[src/rtl/fme_sequencer.sv]
// Block-level sequencer for fractional motion estimation: paces rows into interpolation, aligns enable_search, captures the result.
// Optional build macro FME_SEQ_BACK_TO_BACK_EN lets a new start be accepted in DONE.
module fme_sequencer #(
  parameter int DATAWIDTH   = 8,
  parameter int INT_LATENCY = 5,
  parameter int ROWS        = 8,
  parameter int SEARCH_TAIL = 3
) (
  input  logic                 clock,
  input  logic                 reset,
  input  logic                 start,
  output logic                 ready,
  input  logic                 row_valid,
  output logic                 row_ack,
  output logic                 enable,
  output logic                 enable_search,
  input  logic [DATAWIDTH+8:0] best_sad,
  input  logic [5:0]           address_best_sad,
  output logic                 result_valid,
  output logic [DATAWIDTH+8:0] result_sad,
  output logic [5:0]           result_addr,
  output logic [7:0]           block_count
);

  localparam logic [7:0] LAST_ROW  = 8'(ROWS - 1);
  localparam logic [3:0] LAST_TAIL = 4'(SEARCH_TAIL - 1);

  typedef enum logic [1:0] {
    IDLE,
    FILL,
    DRAIN,
    DONE
  } state_t;

  state_t                 state;
  state_t                 state_next;
  logic [INT_LATENCY-1:0] delay_line;
  logic [7:0]             row_cnt;
  logic [7:0]             row_cnt_next;
  logic [3:0]             tail_cnt;
  logic [3:0]             tail_cnt_next;
  logic                   capture;

  always_comb begin
    state_next    = state;
    row_cnt_next  = row_cnt;
    tail_cnt_next = tail_cnt;
    ready         = 1'b0;
    row_ack       = 1'b0;
    enable        = 1'b0;
    result_valid  = 1'b0;
    capture       = 1'b0;
    case (state)
      IDLE: begin
        ready = 1'b1;
        if (start) begin
          state_next   = FILL;
          row_cnt_next = 8'd0;
        end
      end
      FILL: begin
        row_ack       = row_valid;
        enable        = row_valid;
        tail_cnt_next = 4'd0;
        if (row_valid) begin
          if (row_cnt == LAST_ROW) begin
            state_next = DRAIN;
          end else begin
            row_cnt_next = row_cnt + 8'd1;
          end
        end
      end
      DRAIN: begin
        // The tail only starts once every in-flight enable has reached search.
        if (delay_line == '0) begin
          if (tail_cnt == LAST_TAIL) begin
            capture    = 1'b1;
            state_next = DONE;
          end else begin
            tail_cnt_next = tail_cnt + 4'd1;
          end
        end
      end
      DONE: begin
        result_valid = 1'b1;
        state_next   = IDLE;
`ifdef FME_SEQ_BACK_TO_BACK_EN
        ready = 1'b1;
        if (start) begin
          state_next   = FILL;
          row_cnt_next = 8'd0;
        end
`endif
      end
      default: state_next = IDLE;
    endcase
  end

  always_ff @(posedge clock) begin
    if (reset) begin
      state       <= IDLE;
      row_cnt     <= 8'd0;
      tail_cnt    <= 4'd0;
      result_sad  <= '0;
      result_addr <= 6'd0;
      block_count <= 8'd0;
    end else begin
      state    <= state_next;
      row_cnt  <= row_cnt_next;
      tail_cnt <= tail_cnt_next;
      if (capture) begin
        result_sad  <= best_sad;
        result_addr <= address_best_sad;
      end
      if (state == DONE) begin
        block_count <= block_count + 8'd1;
      end
    end
  end

  // Stall gaps in enable are carried through unchanged, so search sees the same row cadence.
  generate
    if (INT_LATENCY == 1) begin : g_delay_single
      always_ff @(posedge clock) begin
        if (reset) begin
          delay_line <= '0;
        end else begin
          delay_line <= enable;
        end
      end
    end else begin : g_delay_multi
      always_ff @(posedge clock) begin
        if (reset) begin
          delay_line <= '0;
        end else begin
          delay_line <= {delay_line[INT_LATENCY-2:0], enable};
        end
      end
    end
  endgenerate

  assign enable_search = delay_line[INT_LATENCY-1];

endmodule

[config.mk]
export PLATFORM = sky130hd
export DESIGN_NAME = fme_sequencer
export DESIGN_NICKNAME = d
export VERILOG_FILES = /design/src/rtl/fme_sequencer.sv
export SDC_FILE = /design/constraint.sdc
export NUM_CORES = 1
export LEC_CHECK = 0
export ABC_AREA = 1
export BUFFER_PORTS_ARGS = -buffer_cell sky130_fd_sc_hd__buf_4
export CELL_PAD_IN_SITES_DETAIL_PLACEMENT = 0
export CELL_PAD_IN_SITES_GLOBAL_PLACEMENT = 1
export CORE_MARGIN = 5
export CORE_UTILIZATION = 35
export DETAILED_ROUTE_END_ITERATION = 10
export PLACE_DENSITY_LB_ADDON = 0.1
export SLEW_MARGIN = 20
export SYNTH_ARGS = -nofsm -noshare
export SYNTH_HDL_FRONTEND = slang
export SYNTH_SLANG_ARGS = --single-unit
[constraint.sdc]
create_clock -name clock -period 1.51 [get_ports clock]
set_input_delay 0.302 -clock clock [delete_from_list [all_inputs] [get_ports clock]]
set_output_delay 0.302 -clock clock [all_outputs]
set_load 0.01 [all_outputs]
==> results.json, run 1 <==
{
  "endpoint_kind": "output port",
  "critPathArrivalTime_ns": 1.16,
  "finalInstanceArea_um2": 3040,
  "antenna_found_initial": 0,
  "dieHeight_um": 90.3,
  "synth_top_family_by_area": "simple AND/OR/NAND/NOR gates",
  "die-area_um2": 8150,
  "leakage_nw": 1.30,
  "yosys.area_share.adder_pct": 4.44,
  "routabilityCongestion": 0.807,
  "vias": 2110,
  "cts_hold_buf": 0,
  "fin_util_pct": 48.1,
  "fmax_mhz": 685,
  "fp-row-count": 29,
  "die_w_um": 90.3,
  "synth_compound_area_share_pct": 16.6,
  "drcViolationCount": 0,
  "r2r_slack_ns": 0.11,
  "fin_hold_ws_ns": 0.260,
  "skew_ns": 0.00990,
  "tritoncts": "done",
  "core_area_um2": 6310,
  "clk_latency_ns": 0.30,
  "cts_buffer_depth": 2,
  "clock_sinks": 50,
  "slew_headroom_pct": 83.9,
  "design.portCount": 63,
  "ir_drop_v": 0.000560,
  "yosys.area_share.simple_pct": 22.7,
  "ys_ff_latch": 50,
  "viasPerCell": 4.58,
  "synth_nets": 349,
  "path_max_fanout": 5,
  "period_share_pct": 96.6,
  "num-fill-cells": 673,
  "io_buffers": 62,
  "finalCriticalPeriod_ns": 1.46,
  "nets": 418,
  "synth_top_area_share_pct": 44.4,
  "dp_cells": 451,
  "routed_wl_um": 5220,
  "fin_tns_setup_ns": 0,
  "dr.first_iter.drc_count": 73,
  "instances_no_fill": 461,
  "htreeDepth": 2,
  "syn_avg_cell_area_um2": 7.18,
  "routedLengthMet1_um": 2480,
  "gr-total-overflow": 0,
  "postRouteAntennaNets": 0,
  "p_sw_mw": 1.02,
  "synth_area_um2": 2260,
  "grt_max_degree": 47,
  "topRoutingLayerUsed": "met4",
  "yosysSeqAreaShare_pct": 44.4,
  "pwr-share-comb_pct": 29.3,
  "synth_area_leaders": "dfxtp_1 (44%), a21oi_1 (8.4%), inv_1 (8.0%), nand2_1 (8.0%), nor2_1 (5.8%)",
  "placed_area_um2": 2860,
  "crit_type": "register to output port",
  "start_kind": "register",
  "multi_input_area_um2": 1080,
  "hold_violations": 0,
  "dr_wl_met2_um": 2270,
  "initial_core_util_pct": 35.7,
  "num_antenna_cells": 0,
  "netlist-cell-type-count": 28,
  "dr.pass1.iters": 4,
  "grt_pass1_wl_um": 8710,
  "yosys_warnings": 0,
  "slew_violations": 0,
  "intPower_mw": 2.17,
  "grt_pass1_vias": 1946,
  "dr_wl_met3_um": 408,
  "drive_above_1_share_pct": 28.4,
  "wl_per_cell_um": 11.3,
  "switching_share_pct": 32.0,
  "cap_viol_max_count": 0,
  "status": "completed",
  "path_clk_slew_ns": 0.09,
  "synthCells": 314,
  "ctsRootBufferMaster": "clkbuf_8",
  "synth_xor_area_share_pct": 0.776,
  "pwr-share-seq_pct": 45.9,
  "cp_data_required_time_ns": 1.21,
  "finalSetupViolCount": 0,
  "rsz0062_at_grt": "true",
  "synth_area_leader_cell": "dfxtp_1",
  "dp_hpwl_um": 3800,
  "synthToLayoutAreaGrowth_pct": 34.7,
  "final-seq-area_um2": 1010,
  "worst_pin_slew_ns": 0.242,
  "muxShareOfSynthArea_pct": 0,
  "grtUsageTotal_pct": 12.7,
  "cts_buffers": 5,
  "hp-class": "input port to register",
  "clock_power_share_pct": 24.8,
  "cellPowerDensity_nw_per_um2": 1050
}
## cell usage after synthesis
cell type,n
a31oi_1,1
clkbuf_1,3
o21ai_1,23
nand4_1,2
inv_1,48
ha_1,8
nor2_2,1
inv_2,6
nor2_1,35
o21ai_2,1
nor3_1,4
nand3_4,1
a21boi_1,1
nand3_2,1
nand3_1,20
o21ai_0,8
xor2_1,2
or2_2,1
dfxtp_1,50
o21bai_1,1
nor3b_1,2
a21oi_1,38
or2_0,1
buf_1,1
nand2_2,1
buf_2,5
buf_4,1
nand2_1,48
## critical path, cell delays in order (launching register included)
cell and delay, ns:
dfxtp_4 0.37, ha_2 0.20, buf_4 0.15, buf_4 0.14
## sequential cells by signal, summed over array words and instances (netlist names)
signal,count
tail_cnt,4
result_addr,6
delay_line,5
state,2
block_count,8
row_cnt,8
result_sad,17
## final cells by class
type                            count  area share [%]
Tap cell                           77            3.17
Sequential cell                    50            33.2
Clock inverter                      1           0.165
Timing Repair Buffer               71            18.4
Clock buffer                        7            2.84
Multi-Input combinational cell    201            35.4
Inverter                           54            6.84
## cells in the final DEF (no fill, tap or decap), drive strengths merged
master   n
a21boi   1
a21oi   38
a31oi    1
buf     71
clkbuf   7
clkinv   1
dfxtp   50
ha       8
inv     54
nand2   49
nand3   23
nand4    2
nor2    36
nor3     4
nor3b    2
o21ai   32
o21bai   1
or2      2
xor2     2
## routing by layer
metal | vias to the layer above | track usage, %
met5 | - | 0
met4 | 0 | 4.09
met3 | 7 | 5.17
met2 | 48 | 20.0
met1 | 917 | 15.9
li1 | 1138 | -
## final timing paths
kind,from,to,cells after the start
max reg2reg,row_cnt[0]$_SDFFE_PP0P_,state[0]$_SDFFE_PP0P_,9
min,best_sad[2],result_sad[2]$_SDFFE_PP0P_,3
min reg2reg,delay_line[2]$_SDFF_PP0_,delay_line[3]$_SDFF_PP0_,2
max,state[0]$_SDFFE_PP0P_,result_valid,3
## power groups by stage
| stage | logic (mW) | registers (mW) | clock network, mW |
|---|---|---|---|
| floorplan | 0.520 | 1.48 | 0 |
| finish | 0.937 | 1.47 | 0.791 |
| CTS | 0.857 | 1.46 | 0.845 |
| global route | 1.05 | 1.48 | 0.886 |
| global placement | 0.844 | 1.47 | 0 |
| detailed placement | 0.832 | 1.48 | 0 |
## cells by family (layout without fill, tap and decap cells)
| group | after synthesis | in the layout |
|---|---|---|
| AO/OA/AOI/OAI | 73 | 73 |
| XOR/XNOR | 2 | 2 |
| flip-flops | 50 | 50 |
| AND/OR/NAND/NOR | 117 | 118 |
| buffers and inverters | 64 | 133 |
| adder cells (fa/ha/maj) | 8 | 8 |
## repair_timing
item,in CTS,in global routing
gates resized for setup,8,17
pin swaps,0,2
endpoints found under the setup margin,8,42
buffers inserted,0,1
cloned,0,1
## metrics by stage
step                worst slack [ns]  power, mW
finish                        0.0508       3.20
global route                 -0.0415       3.42
CTS                          0.00945       3.16
detailed placement           -0.0381       2.31
global placement            -0.00683       2.32
floorplan                     0.0861       2.00
Power figures use the tool's default switching activity.
==> inputs of run 2 (changes only) <==
Settings changed: ABC_CLOCK_PERIOD_IN_PS set to 1900, CORE_ASPECT_RATIO set to 0.6.
Clock period 1.51 ns to 1.9 ns, I/O delays scaled along.
==> results.json, run 2 (synthesis gave the netlist of run 1 again) <==
{
  "status": "completed",
  "worst_pin_slew_ns": 0.522,
  "switching_share_pct": 33.2,
  "grt_max_degree": 47,
  "postRouteAntennaNets": 0,
  "hp-class": "input port to register",
  "critPathArrivalTime_ns": 1.33,
  "cp_data_required_time_ns": 1.52,
  "tritoncts": "done",
  "die_w_um": 114,
  "finalInstanceArea_um2": 2880,
  "clock_power_share_pct": 26.4,
  "vias": 2067,
  "fp-row-count": 22,
  "ctsRootBufferMaster": "clkbuf_8",
  "post_cts_resized": 0,
  "crit_path_max_incr_delay_ns": 0.39,
  "largest-register": "result_sad",
  "grtUsageTotal_pct": 12.8,
  "drcViolationCount": 0,
  "core_area_um2": 6190,
  "start_kind": "register",
  "path_max_fanout": 5,
  "crit_type": "register to output port",
  "dp_hpwl_um": 3820,
  "rsz0062_at_grt": "false",
  "dr.pass1.iters": 4,
  "cts_buffer_depth": 2,
  "cellPowerDensity_nw_per_um2": 831,
  "nets": 409,
  "dp_cells": 451,
  "crit_buf_inv": 3,
  "rr_worst_depth": 8,
  "layout_common_cells": "buf_4 (63), dfxtp_1 (50), inv_1 (48), nand2_1 (48), a21oi_1 (38)",
  "die-area_um2": 8200,
  "htreeDepth": 2,
  "r2r_end": "result_addr[0]$_SDFFE_PP0P_",
  "cts_buffers": 5,
  "clk_latency_ns": 0.30,
  "largest_register_ffs": 17,
  "fin_tns_setup_ns": 0,
  "intPower_mw": 1.60,
  "initial_core_util_pct": 36.4,
  "fin_hold_ws_ns": 0.333,
  "pwr-share-seq_pct": 48.2,
  "antenna_found_initial": 0,
  "slew_violations": 0,
  "endpoint_kind": "output port",
  "viasPerCell": 4.50,
  "finalCriticalPeriod_ns": 1.71,
  "cp-startpoint": "state[1]$_SDFFE_PP0P_",
  "postCtsSetupBuffers": 0,
  "layout_commonest_cell": "buf_4",
  "dr.first_iter.drc_count": 108,
  "routed_wl_um": 5180,
  "grt_pass1_wl_um": 8550,
  "io_buffers": 62,
  "num-fill-cells": 653,
  "path_cells": "inv_1 -> ha_2 -> nand2_1 -> inv_1 -> buf_4",
  "instances_no_fill": 459,
  "finalSetupViolCount": 0,
  "setup_ws_ns": 0.188,
  "wl_per_cell_um": 11.3,
  "placed_area_um2": 2790,
  "synthToLayoutAreaGrowth_pct": 27.7,
  "min_to": "result_addr[4]$_SDFFE_PP0P_",
  "slew_headroom_pct": 65.1,
  "dieHeight_um": 72.2,
  "r2r_slack_ns": 0.31,
  "reg_top3": "result_sad: 17 flops, block_count: 8 flops, row_cnt: 8 flops",
  "path_clk_slew_ns": 0.10,
  "num_antenna_cells": 0,
  "drive_above_1_share_pct": 22.4,
  "grt_pass1_vias": 1796,
  "pwr-share-comb_pct": 25.4,
  "min-delay-start": "address_best_sad[4]",
  "cap_viol_max_count": 0,
  "hold_violations": 0,
  "leakage_nw": 1.23,
  "design.portCount": 63,
  "skew_ns": 0.00923,
  "worst_path_max_delay_cell": "dfxtp_1",
  "p_sw_mw": 0.795,
  "ir_drop_v": 0.000357,
  "gr-total-overflow": 0,
  "fmax_mhz": 584,
  "cts_hold_buf": 0,
  "routabilityCongestion": 0.758,
  "period_share_pct": 90.1,
  "dp_slack_ns": 0.305,
  "r2r_start": "tail_cnt[0]$_SDFFE_PP0P_",
  "whs_path_depth": 3,
  "clock_sinks": 50,
  "path_common_cell": "inv_1",
  "critical-path-top-delay-family": "flip-flops"
}
-- run 2: layer usage --
metal  global-route usage (%)  part of all wire [%]  vias up
li1                         -                     -     1118
met3                     3.92                   5.4        4
met1                     18.7                    52      899
met5                        0                     0        -
met2                     18.3                    42       46
met4                     3.20                  0.85        0
-- run 2: tightest hold or removal path, stage by stage --
cell and delay [ns]:
buf_4 0.07, o21ai_1 0.06, a21oi_1 0.10
-- run 2: how the worst max path moves through the flow --
| stage | end | slack, ns | cells past startpoint |
|---|---|---|---|
| 5_1_grt | enable | 0.07 | 5 |
| 2_1_floorplan | block_count[7]$_SDFFE_PP0P_ | 0.48 | 8 |
| 3_5_place_dp | row_cnt[4]$_SDFFE_PP0P_ | 0.30 | 7 |
| 4_1_cts | enable | 0.08 | 5 |
| 6_report | enable | 0.19 | 5 |
| 3_3_place_gp | block_count[7]$_SDFFE_PP0P_ | 0.34 | 8 |
-- run 2: power by group through the flow --
stage               logic [mW]  clock network, mW  registers [mW]
detailed placement       0.611                  0            1.18
floorplan                0.414                  0            1.18
global placement         0.611                  0            1.18
finish                   0.608              0.632            1.15
CTS                      0.614              0.663            1.15
global route             0.694              0.713            1.17
-- run 2: area by class of cell --
| type | instances | area [um^2] | area share [%] |
|---|---|---|---|
| Timing Repair Buffer | 63 | 473 | 16.4 |
| Clock inverter | 3 | 23.8 | 0.825 |
| Clock buffer | 5 | 68.8 | 2.39 |
| Tap cell | 84 | 105 | 3.65 |
| Sequential cell | 50 | 1000 | 34.7 |
| Inverter | 54 | 203 | 7.03 |
| Multi-Input combinational cell | 200 | 1010 | 35.0 |
-- run 2: per-stage QoR --
| step | utilization (%) | total power, mW |
|---|---|---|
| after floorplan | - | 1.59 |
| after global placement | 45.0 | 1.79 |
| after detailed placement | 45.0 | 1.79 |
| after CTS | 46.5 | 2.43 |
| after global routing | 46.5 | 2.58 |
| final | 46.5 | 2.40 |
==> inputs of run 3 (changes only) <==
Settings changed: ABC_AREA 1 to unset, ABC_CLOCK_PERIOD_IN_PS 1900 to 1500, CORE_UTILIZATION 35 to 34.
Clock period 1.9 ns to 1.5 ns, I/O delays scaled along.
==> results.json, run 3 <==
{
  "status": "finished with violations",
  "violations": "setup timing",
  "fp-row-count": 22,
  "drive_above_1_share_pct": 43.0,
  "finalInstanceArea_um2": 3340,
  "synth_edf_count": 0,
  "design.portCount": 63,
  "layout_common_cells": "buf_4 (101), dfxtp_1 (45), nor2_1 (34)",
  "clk_latency_ns": 0.30,
  "reg_top3": "result_sad: 17 flops, block_count: 8 flops, row_cnt: 8 flops",
  "synth_top_area_share_pct": 45.6,
  "critPathArrivalTime_ns": 2.21,
  "viasPerCell": 4.57,
  "crit_type": "register to register",
  "pwr-share-seq_pct": 40.8,
  "crit_path_max_incr_delay_ns": 0.58,
  "r2r_slack_ns": -0.51,
  "dp_hpwl_um": 4150,
  "num-fill-cells": 553,
  "switching_share_pct": 29.3,
  "path_clk_slew_ns": 0.09,
  "finalSetupViolCount": 41,
  "path_cells": "inv_2 -> ha_1 -> or3b_4 -> or4b_4 -> clkbuf_16 -> mux2i_1 -> nor2_1",
  "cap_viol_max_count": 0,
  "synthToLayoutAreaGrowth_pct": 52.3,
  "leakage_nw": 1.58,
  "worst_path_max_delay_cell": "or4b_4",
  "wl_per_cell_um": 13.5,
  "start_kind": "register",
  "tritoncts": "done",
  "synth_nets": 265,
  "routed_wl_um": 5680,
  "ctsRootBufferMaster": "clkbuf_8",
  "gr-total-overflow": 0,
  "io_buffers": 62,
  "largest_register_ffs": 17,
  "initial_core_util_pct": 35.4,
  "netlist-cell-type-count": 38,
  "cp-startpoint": "tail_cnt[0]$_SDFFE_PP0P_",
  "clock_power_share_pct": 27.5,
  "layout_commonest_cell": "buf_4",
  "die-area_um2": 8210,
  "synthCells": 230,
  "core_area_um2": 6190,
  "grt_pass1_wl_um": 8590,
  "synth_area_leaders": "dfxtp_1 (46%), mux2i_1 (13%), nor2_1 (6.0%), ha_1 (4.6%), nand3_1 (2.3%)",
  "r2r_end": "result_sad[6]$_SDFFE_PP0P_",
  "fmax_mhz": 497,
  "r2r_start": "tail_cnt[0]$_SDFFE_PP0P_",
  "hold_violations": 0,
  "cts_buffer_depth": 2,
  "crit_buf_inv": 2,
  "worst_pin_slew_ns": 0.428,
  "rsz0062_at_grt": "true",
  "async_reset_ff_share_pct": 0,
  "synthMostInstantiatedCell": "dfxtp_1",
  "routabilityCongestion": 0.800,
  "dieHeight_um": 72.2,
  "yosysSeqAreaShare_pct": 45.6,
  "dr.first_iter.drc_count": 38,
  "cp_data_required_time_ns": 1.69,
  "die_w_um": 114,
  "grt_pass1_vias": 1703,
  "syn_avg_cell_area_um2": 9.54,
  "postRouteAntennaNets": 0,
  "p_sw_mw": 1.02,
  "power_mw": 3.48,
  "path_max_fanout": 11,
  "setup_ws_ns": -0.512,
  "critical-path-top-delay-family": "simple AND/OR/NAND/NOR gates",
  "skew_ns": 0.00943,
  "nets": 369,
  "slew_headroom_pct": 71.4,
  "grt_max_degree": 24,
  "placed_area_um2": 3020,
  "ys.flop_type": "dfxtp_1",
  "cellPowerDensity_nw_per_um2": 1040,
  "intPower_mw": 2.46,
  "antenna_found_initial": 0,
  "crit_end": "result_sad[6]$_SDFFE_PP0P_",
  "clock_sinks": 50,
  "dp_slack_ns": -0.473,
  "vias": 1914,
  "htreeDepth": 2,
  "grtUsageTotal_pct": 13.1,
  "cts_hold_buf": 0,
  "ir_drop_v": 0.000725,
  "crit_cells": 7,
  "slew_violations": 0,
  "synth_area_um2": 2190,
  "num_antenna_cells": 0,
  "pwr-share-comb_pct": 31.7,
  "rr_worst_depth": 7,
  "endpoint_kind": "register",
  "drcViolationCount": 0,
  "hp-class": "input port to register",
  "finalCriticalPeriod_ns": 2.01,
  "period_share_pct": 134,
  "largest-register": "result_sad",
  "cts_buffers": 5,
  "dr.pass1.iters": 4,
  "synthTopCellsByCount": "dfxtp_1 (50), nor2_1 (35), mux2i_1 (28)",
  "synth_area_leader_cell": "dfxtp_1",
  "ys_ff_latch": 50,
  "yosys_warnings": 0
}
-- run 3: changes by cell type in the layout (fill, tap and decap cells not counted), moves of 6 or more --
cell,previous run,this run
a21oi_1,38,5
buf_4,63,101
buf_6,0,6
inv_1,48,9
mux2i_1,0,28
nand2_1,48,11
nand3_1,20,7
nand4_1,2,8
o21ai_1,23,1
-- run 3: layout make-up --
class / count / area, um^2 / share of cell area (%)
clock buffer: 6 / 72.6 / 2.17
clock inverter: 2 / 37.5 / 1.12
inverter: 11 / 41.3 / 1.24
multi-input combinational: 156 / 1180 / 35.3
sequential: 50 / 1010 / 30.2
tap: 84 / 105 / 3.15
timing repair buffer: 110 / 896 / 26.8
-- run 3: worst min path at each step --
stage	startpoint	end	slack [ns]	depth (start not counted)
global route	address_best_sad[3]	result_addr[3]$_SDFFE_PP0P_	0.22	3
detailed placement	delay_line[2]$_SDFF_PP0_	delay_line[3]$_SDFF_PP0_	0.46	1
floorplan	delay_line[0]$_SDFF_PP0_	delay_line[1]$_SDFF_PP0_	0.44	1
CTS	best_sad[3]	result_sad[3]$_SDFFE_PP0P_	0.22	3
global placement	delay_line[3]$_SDFF_PP0_	delay_line[4]$_SDFF_PP0_	0.45	1
finish	address_best_sad[3]	result_addr[3]$_SDFFE_PP0P_	0.23	3
-- run 3: metal layers --
layer	track usage [%]	vias up	wire length, um
li1	-	1009	-
met1	20.9	858	3130
met2	16.8	43	2200
met3	3.50	4	311
met4	3.20	0	34
met5	0	-	0
-- run 3: cell families after synthesis --
logic type / count (synthesis) / share of synthesized area [%]
simple gates: 88 / 20.3
flops: 50 / 45.6
mux: 28 / 12.8
compound gates: 25 / 7.81
buf+inv: 24 / 6.16
fa+ha+maj: 8 / 4.56
xor+xnor: 7 / 2.80
-- run 3: worst min-delay path, cell delays in order --
cell and delay, ns:
buf_4 0.08, mux2i_1 0.05, nor2_1 0.07
-- run 3: per-stage QoR --
stage	utilization [%]	std cells	TNS [ns]	hold WS, ns
after floorplan	-	230	-10.69	0.439
after global placement	48.7	402	-12.78	0.449
after detailed placement	48.7	402	-12.95	0.459
after CTS	52.2	413	-13.64	0.219
after global routing	53.9	419	-17.32	0.218
final	53.9	419	-14.73	0.229
-- run 3: power by group through the flow --
stage	logic (mW)	registers [mW]	clock network, mW
after floorplan	0.503	1.45	0
after global placement	0.966	1.45	0
after detailed placement	0.955	1.44	0
after CTS	1.06	1.41	0.988
after global routing	1.20	1.43	1.04
final	1.10	1.42	0.956
-- run 3: timing repair --
action,in CTS,in global routing
pin swaps,12,7
setup endpoints to repair,41,43
gates cloned,0,2
setup buffers,3,4
resized for setup,17,7
